## src/rtl/ysyx_22041412_ifu.sv

```systemverilog
// Instruction fetch unit: owns the fetch PC, keeps one imem read outstanding, and buffers {pc, instr} in a 2-entry FIFO for decode.
// Latency: request accepted at t, response at t+k (k>=1), if_valid earliest at t+k+1; at most one instruction per 2 cycles.
// Backpressure: a new request is issued only while the FIFO has space, so a response can always be pushed; redirects flush everything.
module ysyx_22041412_ifu #(
    parameter logic [63:0] RESET_PC = 64'h0000_0000_8000_0000
) (
    input  logic        clk,
    input  logic        rst,
    output logic        imem_req_valid,
    output logic [63:0] imem_req_addr,
    input  logic        imem_req_ready,
    input  logic        imem_rsp_valid,
    input  logic [31:0] imem_rsp_data,
    output logic        if_valid,
    output logic [31:0] if_instr,
    output logic [63:0] if_pc,
    input  logic        id_ready,
    input  logic        redirect_valid,
    input  logic [63:0] redirect_pc
);

    localparam logic [31:0] NOP = 32'h0000_0013;

    typedef enum logic [1:0] {
        S_REQ  = 2'd0,
        S_WAIT = 2'd1,
        S_DROP = 2'd2
    } state_t;

    state_t      r_state;
    logic        r_run;
    logic [63:0] r_pc;
    logic [63:0] r_inflight_pc;

    logic [63:0] r_fifo_pc    [0:1];
    logic [31:0] r_fifo_instr [0:1];
    logic        r_head;
    logic        r_tail;
    logic [1:0]  r_count;

    logic        w_req_fire;
    logic        w_push;
    logic        w_pop;
    logic [63:0] w_redir_pc;

    // r_run holds requests off until the first clock after reset release, keeping
    // imem_req_valid a pure decode of registered state.
    assign imem_req_valid = r_run && (r_state == S_REQ) && (r_count != 2'd2);
    assign imem_req_addr  = r_pc;

    assign w_req_fire = imem_req_valid && imem_req_ready;
    assign w_push     = (r_state == S_WAIT) && imem_rsp_valid;
    assign w_pop      = if_valid && id_ready;
    assign w_redir_pc = redirect_pc & ~64'h3;

    assign if_valid = (r_count != 2'd0);
    assign if_instr = if_valid ? r_fifo_instr[r_head] : NOP;
    assign if_pc    = if_valid ? r_fifo_pc[r_head]    : 64'h0;

    // Fetch control: PC, in-flight PC and REQ/WAIT/DROP sequencing; redirect overrides everything.
    always_ff @(posedge clk or posedge rst) begin
        if (rst) begin
            r_state       <= S_REQ;
            r_run         <= 1'b0;
            r_pc          <= RESET_PC;
            r_inflight_pc <= 64'h0;
        end else begin
            r_run <= 1'b1;
            if (redirect_valid) begin
                r_pc <= w_redir_pc;
                case (r_state)
                    S_REQ:   r_state <= w_req_fire ? S_DROP : S_REQ;
                    S_WAIT:  r_state <= imem_rsp_valid ? S_REQ : S_DROP;
                    S_DROP:  r_state <= imem_rsp_valid ? S_REQ : S_DROP;
                    default: r_state <= S_REQ;
                endcase
            end else begin
                case (r_state)
                    S_REQ: begin
                        if (w_req_fire) begin
                            r_inflight_pc <= r_pc;
                            r_pc          <= r_pc + 64'd4;
                            r_state       <= S_WAIT;
                        end
                    end
                    S_WAIT:  if (imem_rsp_valid) r_state <= S_REQ;
                    S_DROP:  if (imem_rsp_valid) r_state <= S_REQ;
                    default: r_state <= S_REQ;
                endcase
            end
        end
    end

    // Two-entry {pc, instr} FIFO; a redirect empties it and ignores same-cycle push/pop.
    always_ff @(posedge clk or posedge rst) begin
        if (rst) begin
            r_head          <= 1'b0;
            r_tail          <= 1'b0;
            r_count         <= 2'd0;
            r_fifo_pc[0]    <= 64'h0;
            r_fifo_pc[1]    <= 64'h0;
            r_fifo_instr[0] <= 32'h0;
            r_fifo_instr[1] <= 32'h0;
        end else if (redirect_valid) begin
            r_head  <= 1'b0;
            r_tail  <= 1'b0;
            r_count <= 2'd0;
        end else begin
            if (w_push) begin
                r_fifo_pc[r_tail]    <= r_inflight_pc;
                r_fifo_instr[r_tail] <= imem_rsp_data;
                r_tail               <= ~r_tail;
            end
            if (w_pop) begin
                r_head <= ~r_head;
            end
            r_count <= r_count + {1'b0, w_push} - {1'b0, w_pop};
        end
    end

endmodule
```

## config.mk

```make
export PLATFORM = sky130hd
export DESIGN_NAME = ysyx_22041412_ifu
export DESIGN_NICKNAME = d
export VERILOG_FILES = /design/src/rtl/ysyx_22041412_ifu.sv
export SDC_FILE = /design/constraint.sdc
export NUM_CORES = 1
export LEC_CHECK = 0
export CAP_MARGIN = 15
export CELL_PAD_IN_SITES_DETAIL_PLACEMENT = 1
export CELL_PAD_IN_SITES_GLOBAL_PLACEMENT = 2
export CORE_ASPECT_RATIO = 1.75
export CORE_MARGIN = 2
export CORE_UTILIZATION = 35
export DETAILED_ROUTE_END_ITERATION = 12
export GPL_TIMING_DRIVEN = 0
export PLACE_DENSITY = 0.76
export SKIP_LAST_GASP = 1
export SLEW_MARGIN = 20
export SYNTH_ARGS = -nofsm -noshare
export SYNTH_HDL_FRONTEND = slang
export SYNTH_SLANG_ARGS = --single-unit
```

## constraint.sdc

```tcl
create_clock -name clk -period 12.2 [get_ports clk]
set_clock_uncertainty 0.2 [all_clocks]
set_input_delay 1.22 -clock clk [delete_from_list [all_inputs] [get_ports clk]]
set_output_delay 1.22 -clock clk [all_outputs]
set_load 0.03 [all_outputs]
```

**After elaboration in Yosys (flattened, before gate mapping)**

Cells that the tools add are included.

- Bits in registers: 327
- Input bits: 102
- Output and inout port bits: 162
- Logic and storage cells: 73

- Add/subtract/negate cells: 3
- Order comparisons: 3
- Eq/ne operators: 5
- Muxes and demuxes: 29
- Bitwise operators: 5
- Reductions and logical operators: 17

Operator list:

| cell | number |
|---|---|
| two-way mux 64 bit | 8 |
| two-way mux 32 bit | 5 |
| bitwise mux 128 bit | 1 |
| adder 64 x 3 -> 64 bit (second input constant) | 1 |
| bitwise mux 64 bit | 1 |
| demux 64 bit (select 1 bit) | 1 |
| demux 32 bit (select 1 bit) | 1 |
| two-way mux 2 bit | 6 |
| nonzero test 2 bit | 5 |
| one-hot mux 2 bit (2 select lines) | 2 |
| logical AND 1 bit | 6 |
| AND reduction 2 bit | 3 |
| >= comparator 2 bit (second input constant) | 2 |
| two-way mux 1 bit | 4 |
| NOT 1 -> 2 bit | 2 |
| inequality test 3 x 1 -> 1 bit (second input constant) | 1 |
| inequality test 3 bit (second input constant) | 1 |
| NOT 1 bit | 3 |
| AND reduction 3 bit | 1 |
| adder 2 x 1 -> 2 bit | 1 |
| equality test 2 x 1 -> 1 bit (second input constant) | 1 |
| equality test 2 bit (second input constant) | 1 |
| logical NOT 2 bit | 1 |
| less-than comparator 2 x 1 -> 1 bit (second input constant) | 1 |
| other kinds (3) | 3 |

**Logic depth before layout (Yosys ltp)**

- Depth in word-level cells: 7
- Mapped depth: 9
- Depth with buffers taken out: 9

**Worst setup path before layout**

No wires, ideal clock.

- Path type: reg2out
- Start: register r_head
- End: output port if_pc[17]
- Arrival time: 1.865 ns
- Required time: 10.780 ns
- Slack: 8.915 ns
- Stages on the path, launching flop included: 6
- Buffers on the path: 3
- Cells stage by stage: dfrtp_1 -> clkbuf_1 -> buf_1 -> buf_1 -> mux2i_1 -> nor2_1

- Longest elaborated chain between the ends: 5

Ends and longest elaborated chain:

| item | line | text |
|---|---|---|
| start: declaration | 37 | `logic r_head;` |
| start signal: assignment | 115 | `r_head <= ~r_head;` |
| NOT 1 -> 2 bit (implied by the code) | 58 | `assign if_pc = if_valid ? r_fifo_pc[r_head] : 64'h0;` |
| two-way mux 64 bit (implied by the code) (3 in series) | 58 |  |
| two-way mux 64 bit | 58 |  |
| end: declaration | 16 | `output logic [63:0] if_pc,` |

No other way between the ends. The select of a mux whose other input is x is not followed.

**Worst setup path in the final report**

- Start: register r_head
- End: output port if_pc[28]

Same word-level chain as after synthesis.

==> summary.txt <==
Clocking
  – CTS Buf Count: 31
  – Clock slew at reported path FFs: 70 ps
  – # clock sinks: 319
  – PostCTS Resize Cnt: 0
  – H-tree levels: 1
  – Post-CTS Setup Inserts: 0
  – CTS tree: done
  – Post-CTS Hold Fix Bufs: 0
  – Clock tree buffer depth: 3
  – Clock root cell: clkbuf_16
  – Worst-Skew Late Latency: 580 ps

Timing
  – Worst setup margin: 6929 ps
  – Unrepaired setup endpoints after global routing: false
  – Slew Viols, Final: 0
  – Final setup vio count: 0
  – Final Cycle Share: 43.21%
  – Max Freq: 189.7 MHz
  – Minimum clock period: 5271 ps
  – Worst slew pin tran: 1058 ps
  – Max_slew headroom: 29.45%
  – Final Hold Viols: 0

Outcome
  – Status: finished clean

Routing
  – Number of routed nets with antenna violations: 0
  – Initial drt markers: 451
  – DR vias: 10763
  – Final wirelength: 46.60 mm
  – Vias per inst: 5.130
  – Drt first pass iters: 4
  – Post-route DRC violation count: 0
  – Wire per inst: 22.21 um

Synth
  – Synthesized area per cell: 12.09 um2
  – Mapped cell area: 0.01479 mm2
  – Synth async-reset ratio: 100.0%
  – Register bit count reported by yosys: 319
  – Post-Syn Instances: 1224
  – Synth area leaders: dfrtp_1, mux2_2, mux2i_1, nor2_1, nand2_1
  – Unique masters post-synth: 49
  – Post-synth top flop: dfrtp_1
  – Most common cell in the netlist: dfrtp_1
  – Post-synth EDFFs: 0
  – Synth warnings: 0
  – Post-synth top cells: dfrtp_1, mux2_2, nor2_1
  – Area leader, netlist: dfrtp_1
  – Top cell type's share of synthesized area: 53.79%
  – Post-synthesis sequential area ratio: 53.97%

Power and ir drop
  – Peak supply drop: 0.0001132 V
  – P_leak: 7.958 nW
  – Pwr dens: 205.8 mW/mm2
  – Power Total: 3.949 mW

Flow run
  – Maximum capacitance violations: 0

Die
  – Initial core utilization: 35.44%
  – Chip width: 159.4 um
  – I/O pins: 264
  – Die area: 0.04399 mm2
  – Rows: 99
  – Core Area: 0.04174 mm2
  – Die height: 276.0 um

Final layout
  – Final #Nets: 1627
  – Share of cells above drive strength 1: 22.39%
  – Growth of design area from synthesis to finish: 29.67%
  – Final Core Density: 45.95%
  – Non-Filler Instances: 2098
  – Post-route cell area: 0.01918 mm2

Global routing
  – Initial antenna violation count: 2
  – Largest net degree at the start of global routing: 104
  – Total grt overflow: 0
  – GRT Total Usage: 21.03%
  – Vias in the first global route: 11590
  – First-pass GRT wire length: 71.38 mm

Critical path
  – CP max stage cell: buf_1
  – Crit path kind: reg2out
  – Crit. End Element: output port
  – Most frequent CP cell: buf_1
  – CP Cell Sequence: clkbuf_1 -> buf_1 -> buf_1 -> mux2i_1 -> nor2_1 -> clkdlybuf4s50_1
  – Crit Path Max Fanout: 10
  – Peak per-stage delay on the critical path: 830 ps
  – WP data arrival: 3850 ps
  – Worst Setup Start Kind: flop
  – Worst EP required: 10780 ps

Place
  – Dpl hpwl: 34.47 mm
  – Placed Area: 0.01815 mm2
  – Placer Congestion: 0.7556
  – Post-Place Worst Slack: 7455 ps
  – Post-Place Cells: 2041
  – PortBufs: 256

Hold path
  – HP Class: reg2reg
==> critical path: cells and delay by family (launching register included) <==
family / cells / cell delay [ps]
muxes: 1 / 270
buffers and inverters: 4 / 2540
DFF: 1 / 320
and+or+nand+nor: 1 / 140
==> where the power goes <==
part	internal [mW]	switching [mW]
combinational	0.631	0.750
clock	0.560	0.422
sequential	1.37	0.217
total	2.56	1.39
==> metrics by stage <==
stage	TNS (ps)	hold slack, ps
after floorplan	0	279.2
after global placement	-626670	286.8
after detailed placement	0	293.6
after CTS	0	307.6
after global routing	0	312.6
final	0	304.7
==> logic make-up (layout without fill, tap and decap cells) <==
kind of cell,after synthesis,count (layout),share of synthesized area (%)
other cells,2,7,0.05077
mux,347,347,25.61
compound gates,97,97,4.119
buf+inv,84,398,2.436
flops,319,319,53.97
xor+xnor,28,28,1.658
simple gates,341,341,11.65
fa+ha+maj,6,6,0.5075
==> routing by layer <==
layer	wire [um]	global-route usage, %
met1	17890	23.88
met2	26150	41.43
met3	1779	2.846
met4	782	5.024
met5	0	0
==> final timing paths <==
path                                from                end  slack, ps  depth (start not counted)
setup / recovery                  r_head          if_pc[28]       6930                          6
hold / removal             r_fifo_pc[66]      r_fifo_pc[66]        300                          1
setup reg to reg              r_state[1]      r_fifo_pc[90]       8820                          7
hold reg to reg            r_fifo_pc[66]      r_fifo_pc[66]        300                          1
max in group asynchronous            rst  imem_req_addr[31]       9590                          4
min in group asynchronous            rst    r_fifo_instr[6]        890                          2
==> sequential cells by signal (all words and copies together), names as in the netlist <==
name / flops
r_fifo_pc: 124
r_fifo_instr: 64
imem_req_addr: 62
r_inflight_pc: 62
r_count: 2
r_state: 2
r_head: 1
r_run: 1
r_tail: 1
==> layout make-up <==
class | count | area, um2
fillers | 4480 | 22560
flip-flops and latches | 319 | 7984
multi-input cells | 824 | 6462
repair buffers | 259 | 2645
clock buffers | 44 | 914.6
well taps | 555 | 694.4
plain buffers | 74 | 324.1
clock inverters | 11 | 107.6
inverters | 10 | 45.04
diodes | 2 | 5.005
==> cells in the final DEF, fill, tap and decap left out, drive strengths merged, types with 8 or more instances in the layout <==
cell / instances
clkinv: 9
xnor2: 10
xor2: 18
dfrtp: 318
buf: 42
or3: 13
o31ai: 20
and3: 11
nor3: 10
nand3: 34
a31oi: 30
mux2: 252
inv: 9
mux2i: 95
nand4: 22
clkbuf: 79
clkdlybuf4s50: 256
nand2: 65
o21ai: 34
or4: 24
nor2: 134
and4: 8
Note: power is estimated with default switching activity, not from simulation.
